**src/rtl/logic_gate_pipe.sv**
```systemverilog
// -----------------------------------------------------------------------------
// logic_gate_pipe
//   WIDTH-bit bitwise logic unit with eight run-time selectable operations,
//   followed by a DEPTH-stage elastic pipeline with valid/ready handshaking on
//   both sides and full backpressure.
//
//   op encoding: 0 NOT a, 1 AND, 2 OR, 3 XOR, 4 NAND, 5 NOR, 6 XNOR, 7 BUF a
//
// Ports
//   clk        in   1      rising-edge clock
//   rst        in   1      synchronous, active-high reset
//   a          in   WIDTH  operand A
//   b          in   WIDTH  operand B (ignored for NOT and BUF)
//   op         in   3      operation select, sampled on input transfer
//   in_valid   in   1      a/b/op valid this cycle
//   in_ready   out  1      unit accepts input this cycle
//   y          out  WIDTH  result (last pipeline stage)
//   out_valid  out  1      y holds a valid result
//   out_ready  in   1      consumer accepts y this cycle
// -----------------------------------------------------------------------------
module logic_gate_pipe #(
  parameter int WIDTH = 8,
  parameter int DEPTH = 2
) (
  input  logic             clk,
  input  logic             rst,
  input  logic [WIDTH-1:0] a,
  input  logic [WIDTH-1:0] b,
  input  logic [2:0]       op,
  input  logic             in_valid,
  output logic             in_ready,
  output logic [WIDTH-1:0] y,
  output logic             out_valid,
  input  logic             out_ready
);

  // Bitwise operation selected by sel; BUF is the fall-through case.
  function automatic logic [WIDTH-1:0] gate_f(
    input logic [2:0]       sel,
    input logic [WIDTH-1:0] x,
    input logic [WIDTH-1:0] z
  );
    logic [WIDTH-1:0] r;
    case (sel)
      3'd0:    r = ~x;
      3'd1:    r = x & z;
      3'd2:    r = x | z;
      3'd3:    r = x ^ z;
      3'd4:    r = ~(x & z);
      3'd5:    r = ~(x | z);
      3'd6:    r = ~(x ^ z);
      default: r = x;
    endcase
    return r;
  endfunction

  logic [WIDTH-1:0]            f_s;
  logic [DEPTH-1:0]            adv_s;
  logic                        hole_s;
  logic [DEPTH:0]              up_v_s;
  logic [DEPTH:0][WIDTH-1:0]   up_d_s;

  logic [DEPTH-1:0]            v_q;
  logic [DEPTH-1:0]            v_d;
  logic [DEPTH-1:0][WIDTH-1:0] d_q;
  logic [DEPTH-1:0][WIDTH-1:0] d_d;

  assign f_s = gate_f(op, a, b);

  // Stage k may advance when out_ready is high or any stage from k to the
  // last one holds a bubble; this is the adv chain unrolled from the output
  // side without a self-referencing vector.
  always_comb begin
    adv_s  = '0;
    hole_s = out_ready;
    for (int k = DEPTH - 1; k >= 0; k--) begin
      hole_s   = hole_s | ~v_q[k];
      adv_s[k] = hole_s;
    end
  end

  // Upstream view of each stage: index 0 is the input port, k+1 is stage k.
  assign up_v_s = {v_q, in_valid};
  assign up_d_s = {d_q, f_s};

  // Next-state of every stage; data only loads when a valid item moves in.
  always_comb begin
    v_d = v_q;
    d_d = d_q;
    for (int k = 0; k < DEPTH; k++) begin
      if (adv_s[k]) begin
        v_d[k] = up_v_s[k];
        if (up_v_s[k]) begin
          d_d[k] = up_d_s[k];
        end else begin
          d_d[k] = d_q[k];
        end
      end else begin
        v_d[k] = v_q[k];
        d_d[k] = d_q[k];
      end
    end
  end

  // Pipeline registers with synchronous reset clearing valids and data.
  always_ff @(posedge clk) begin
    if (rst) begin
      v_q <= '0;
      d_q <= '0;
    end else begin
      v_q <= v_d;
      d_q <= d_d;
    end
  end

  assign in_ready  = adv_s[0];
  assign out_valid = v_q[DEPTH-1];
  assign y         = d_q[DEPTH-1];

endmodule

```
**config.mk**
```make
export PLATFORM = sky130hd
export DESIGN_NAME = logic_gate_pipe
export DESIGN_NICKNAME = d
export VERILOG_FILES = /design/src/rtl/logic_gate_pipe.sv
export SDC_FILE = /design/constraint.sdc
export NUM_CORES = 1
export LEC_CHECK = 0
export CAP_MARGIN = 20
export CELL_PAD_IN_SITES_DETAIL_PLACEMENT = 0
export CELL_PAD_IN_SITES_GLOBAL_PLACEMENT = 2
export CORE_MARGIN = 2
export CORE_UTILIZATION = 26
export DETAILED_ROUTE_END_ITERATION = 10
export PLACE_DENSITY = 0.74
export SYNTH_ARGS = -nofsm -noshare
export SYNTH_HDL_FRONTEND = slang
export SYNTH_SLANG_ARGS = --single-unit
```
**constraint.sdc**
```tcl
create_clock -name clk -period 1.44 [get_ports clk]
set_clock_uncertainty 0.05 [all_clocks]
set_input_delay 0.144 -clock clk [delete_from_list [all_inputs] [get_ports clk]]
set_output_delay 0.144 -clock clk [all_outputs]
set_load 0.005 [all_outputs]
```
## After elaboration in Yosys (flattened, before gate mapping)

Cells that the tools add are included.

- Register bits after elaboration: 18
- Input bits: 23
- Output and inout port bits: 10
- Word-level logic and storage cells: 25

- Eq/ne operators: 6
- Multiplexer cells: 1
- Bitwise logic cells: 11
- Reductions and logical operators: 3

Operator list:

| cell | count |
|---|---|
| case mux 8 bit (7 select lines) | 1 |
| inverter 8 bit | 4 |
| equality test 3 bit, second input constant | 3 |
| bitwise AND 8 bit | 1 |
| OR 8 bit | 1 |
| XOR 8 bit | 1 |
| equality test 3 x 2 -> 1 bit, second input constant | 2 |
| AND reduction 2 bit | 2 |
| equality test 3 x 1 -> 1 bit, second input constant | 1 |
| zero test 3 bit | 1 |
| inverter 1 bit | 2 |
| OR 1 bit | 2 |

## Longest topological paths before layout

- Word-level depth: 4
- Mapped depth: 7
- Depth with buffers taken out: 6

## Least setup slack after synthesis

No wires, ideal clock.

- Path type: input -> register
- Start point: input port a[6]
- End point: register d_q[6] (netlist name)
- Library setup time: 0.117 ns
- Arrival time: 1.355 ns
- Required time: 1.273 ns
- Slack: -0.082 ns
- Stages on the path: 5
- Path buffers: 0
- Cell sequence: inv_1 -> ha_1 -> mux2_4 -> mux4_2 -> a22o_1

- Longest elaborated chain between the ends: 3
- Elaborated cells on any way between the ends: 8
- Classes of those cells: 1 x mux; 7 x bitwise

RTL lines:

| item | line | RTL |
|---|---|---|
| start: declaration | 27 | `input logic [WIDTH-1:0] a,` |
| XOR 8 bit, or another cell as far along | 48, 51 |  |
| inverter 8 bit, on equally long branches | 51, 49, 50 |  |
| case mux 8 bit (7 select lines) (*) | 44 | `case (sel)` |
| end signal: assignment | 109 | `d_q <= '0;` |
| end signal: assignment | 112 | `d_q <= d_d;` |
| end: declaration | 65 | `logic [DEPTH-1:0][WIDTH-1:0] d_q;` |

Every way passes the cells marked *; elsewhere a longest branch is shown, timed or not.
A chain may end at the register's enable or synchronous reset.

## Final worst setup path

- Start point: input port a[4]
- End point: register d_q[4] (netlist name)

The elaborated chain is that of the path after synthesis.

==> results.md <==
- Met2 routed WL: 1370 um
- CTS tree: done
- Drt wl/cell: 10.4 um
- Post-synth top flop: dfxtp_1
- Max Slew Vio Count: 0
- Crit Path Category: in2reg
- Via count: 1,325
- FMAX: 710 MHz
- Commonest cells after routing, fill and taps aside: buf_4, clkdlybuf4s50_1, inv_1
- Met1 wire length: 1710 um
- Inserted Clock Buffers: 3
- Root Buffer: clkbuf_8
- First-pass DRT Iterations: 4
- Maximum VDD drop: 0.268 mV
- Simple-gate share of the synthesized area: 14.7%
- Crit path launch: a[4]
- Min cycle time layout: 1.41 ns
- Unique masters post-synth: 40
- Ports: 33
- Worst Path Max Fanout: 3
- CTS hold repair buffers: 0
- CP required: 1.52 ns
- Status: completed
- Core Rows: 27
- Clock Latency Late Sink: 0.25 ns
- Crit-path leading delay family: buffers and inverters
- PwrDens: 642 mW/mm^2
- # DRC: 0
- Die area: 0.00644 sq mm
- Max_slew headroom: 79.9%
- Peak per-stage delay on the critical path: 0.50 ns
- # Max-Cap Violations: 0
- R2R setup slack: 0.12 ns
- Worst Setup Start Kind: primary input
- Worst EP arrival: 1.49 ns
- Worst hold start: a[0]
- I/O Buffers: 32
- Post-synthesis adder-cell area fraction: 13.2%
- Hold path depth: 4
- Slowest CP cell: clkdlybuf4s50_1
- Hold Vio Cnt, Final: 0
- Synth async-reset ratio: 0%
- #FFs+latches synth: 18
- R2R depth: 5
- Die width: 80.2 um
- 1st-iter DRT viols: 37
- Critical-path cell list: clkdlybuf4s50_1, inv_1, ha_1, mux2i_1, o22ai_1, a2bb2oi_2, o21ai_0
- Clock tree buffer depth: 2
- Critical Path End Type: flop
- Mux contribution to synthesized area: 16.6%
- Fin crit share: 97.8%
- Hold Path End: d_q[0]
- Largest net degree at the start of global routing: 26
- GRT Util Overall: 10.1%
- Final GP Congestion: 0.684
- Diode count: 0
- Max layer used: met3
- Area Growth Syn to Fin: 41.1%
- Global-route wire length before repair: 5350 um
- RR Startpoint: v_q[1]
- Seq/Total Area, Yosys: 23.8%
- Synthesized cell area: 0.00151 sq mm
- Syn avg cell area: 8.17 sq um
- Detailed Route WL: 3160 um
- CP Buf/Inv Count: 2
- RSZ-0062 raised after global routing: true
- Met3 wire length: 83 um
- Die height: 80.2 um
- Initial antenna violation count: 0
- Share of layout cells above drive strength 1: 21.6%
- Number of synthesized flops with an enable pin: 0
- Most common cell after layout, fill and taps aside: buf_4
- Starting Density: 27.1%
- Worst Max-Slew Pin Slew: 0.300 ns
- Overflow after GRT: 0
- HP Class: in2reg
- Largest family of logic cells by synthesized area: compound AO/OA/AOI/OAI gates
- Pleak: 1.01 nW
- XOR/XNOR share of the synthesized area: 0%
- Final nets: 271
- Dpl ws: -0.581 ns
- Yosys warns: 0
- Max H-tree Level: 1
- Setup TNS: 0 ns
- Number of global-route vias before repair: 1,237
- Core ar.: 0.00557 sq mm
- Final setup fails: 0
- Compound-Gate Fraction of Synth Area: 18.8%
- Post-DP HPWL: 2480 um
- Vias per Instance: 4.37
- Syn nets: 224
- Fill cells: 587
- Final WS setup: 0.0314 ns
- Clk slew on worst S/H paths: 0.07 ns
- FF-to-FF End: d_q[6]
- Cells after synthesis: 185
- CTS sink count: 18
- DRT antenna net count: 0
state kept, by name, summed over array words and instances (netlist names):
signal	cells
d_q	8
y	8
v_q	2
through the flow:
step	instance area, sq um	power (mW)	utilization (%)	hold slack [ns]	instances
3_5_place_dp	2040	0.978	36.6	0.407	297
2_1_floorplan	1520	0.794	-	0.263	185
6_report	2130	1.37	38.2	0.334	303
5_1_grt	2130	1.46	38.2	0.396	303
4_1_cts	2100	1.38	37.8	0.418	302
3_3_place_gp	2040	0.976	36.6	0.391	297
power breakdown:
| group | internal (mW) | leakage, nW | switching, mW | total [mW] |
|---|---|---|---|---|
| sequential | 0.528 | 0.147 | 0.0174 | 0.545 |
| clock | 0.242 | 0.0288 | 0.158 | 0.400 |
| combinational | 0.243 | 0.838 | 0.182 | 0.424 |
timing repair:
item | in CTS | in global routing
setup endpoints to repair | 9 | 7
buffers inserted | 1 | 2
gates resized for setup | 12 | 12
pin swaps | 4 | 3
gates cloned | 0 | 0
routing by layer:
| metal | global-route usage [%] | vias to the layer above |
|---|---|---|
| met1 | 14.5 | 578 |
| li1 | - | 725 |
| met3 | 0.899 | 0 |
| met4 | 3.56 | 0 |
| met5 | 0 | - |
| met2 | 15.8 | 22 |
how the worst max path moves through the flow:
stage / end / slack (ns) / cells past startpoint
5_1_grt: d_q[4] / -0.02 / 7
6_report: d_q[4] / 0.03 / 7
3_5_place_dp: d_q[6] / -0.58 / 6
3_3_place_gp: d_q[6] / -0.57 / 6
4_1_cts: d_q[4] / 0.004 / 6
2_1_floorplan: d_q[6] / 0.006 / 5
logic make-up (layout without fill, tap and decap cells):
logic type | Yosys count | in the layout
compound gates | 45 | 45
simple gates | 44 | 44
buf+inv | 39 | 85
mux | 23 | 23
flops | 18 | 18
fa+ha+maj | 16 | 16
worst min-delay path: cells and delay by family:
family,cells,cell delay [ns]
AOI/OAI and AO/OA,2,0.19
buffers and inverters,2,0.26
cells in the mapped netlist, drive strengths merged, types with 4 or more instances:
library cell   n  area [sq um]
inv           21          78.8
mux2i         18           180
nor2          13          48.8
nand2b         7          43.8
a31oi          5          31.3
mux2           4          48.8
a21oi          5          25.0
o22ai          4          25.0
buf           16           106
nand2         10          37.5
ha            16           200
o21ai         17          88.8
dfxtp         18           360
area by class of cell:
| cell class | count | area, sq um | area share (%) |
|---|---|---|---|
| inverter | 21 | 78.8 | 3.70 |
| tap | 72 | 90.1 | 4.23 |
| timing repair buffer | 60 | 552 | 25.9 |
| clock buffer | 4 | 55.1 | 2.58 |
| multi-input combinational | 128 | 996 | 46.7 |
| sequential | 18 | 360 | 16.9 |
(Power assumes the default switching activity.)
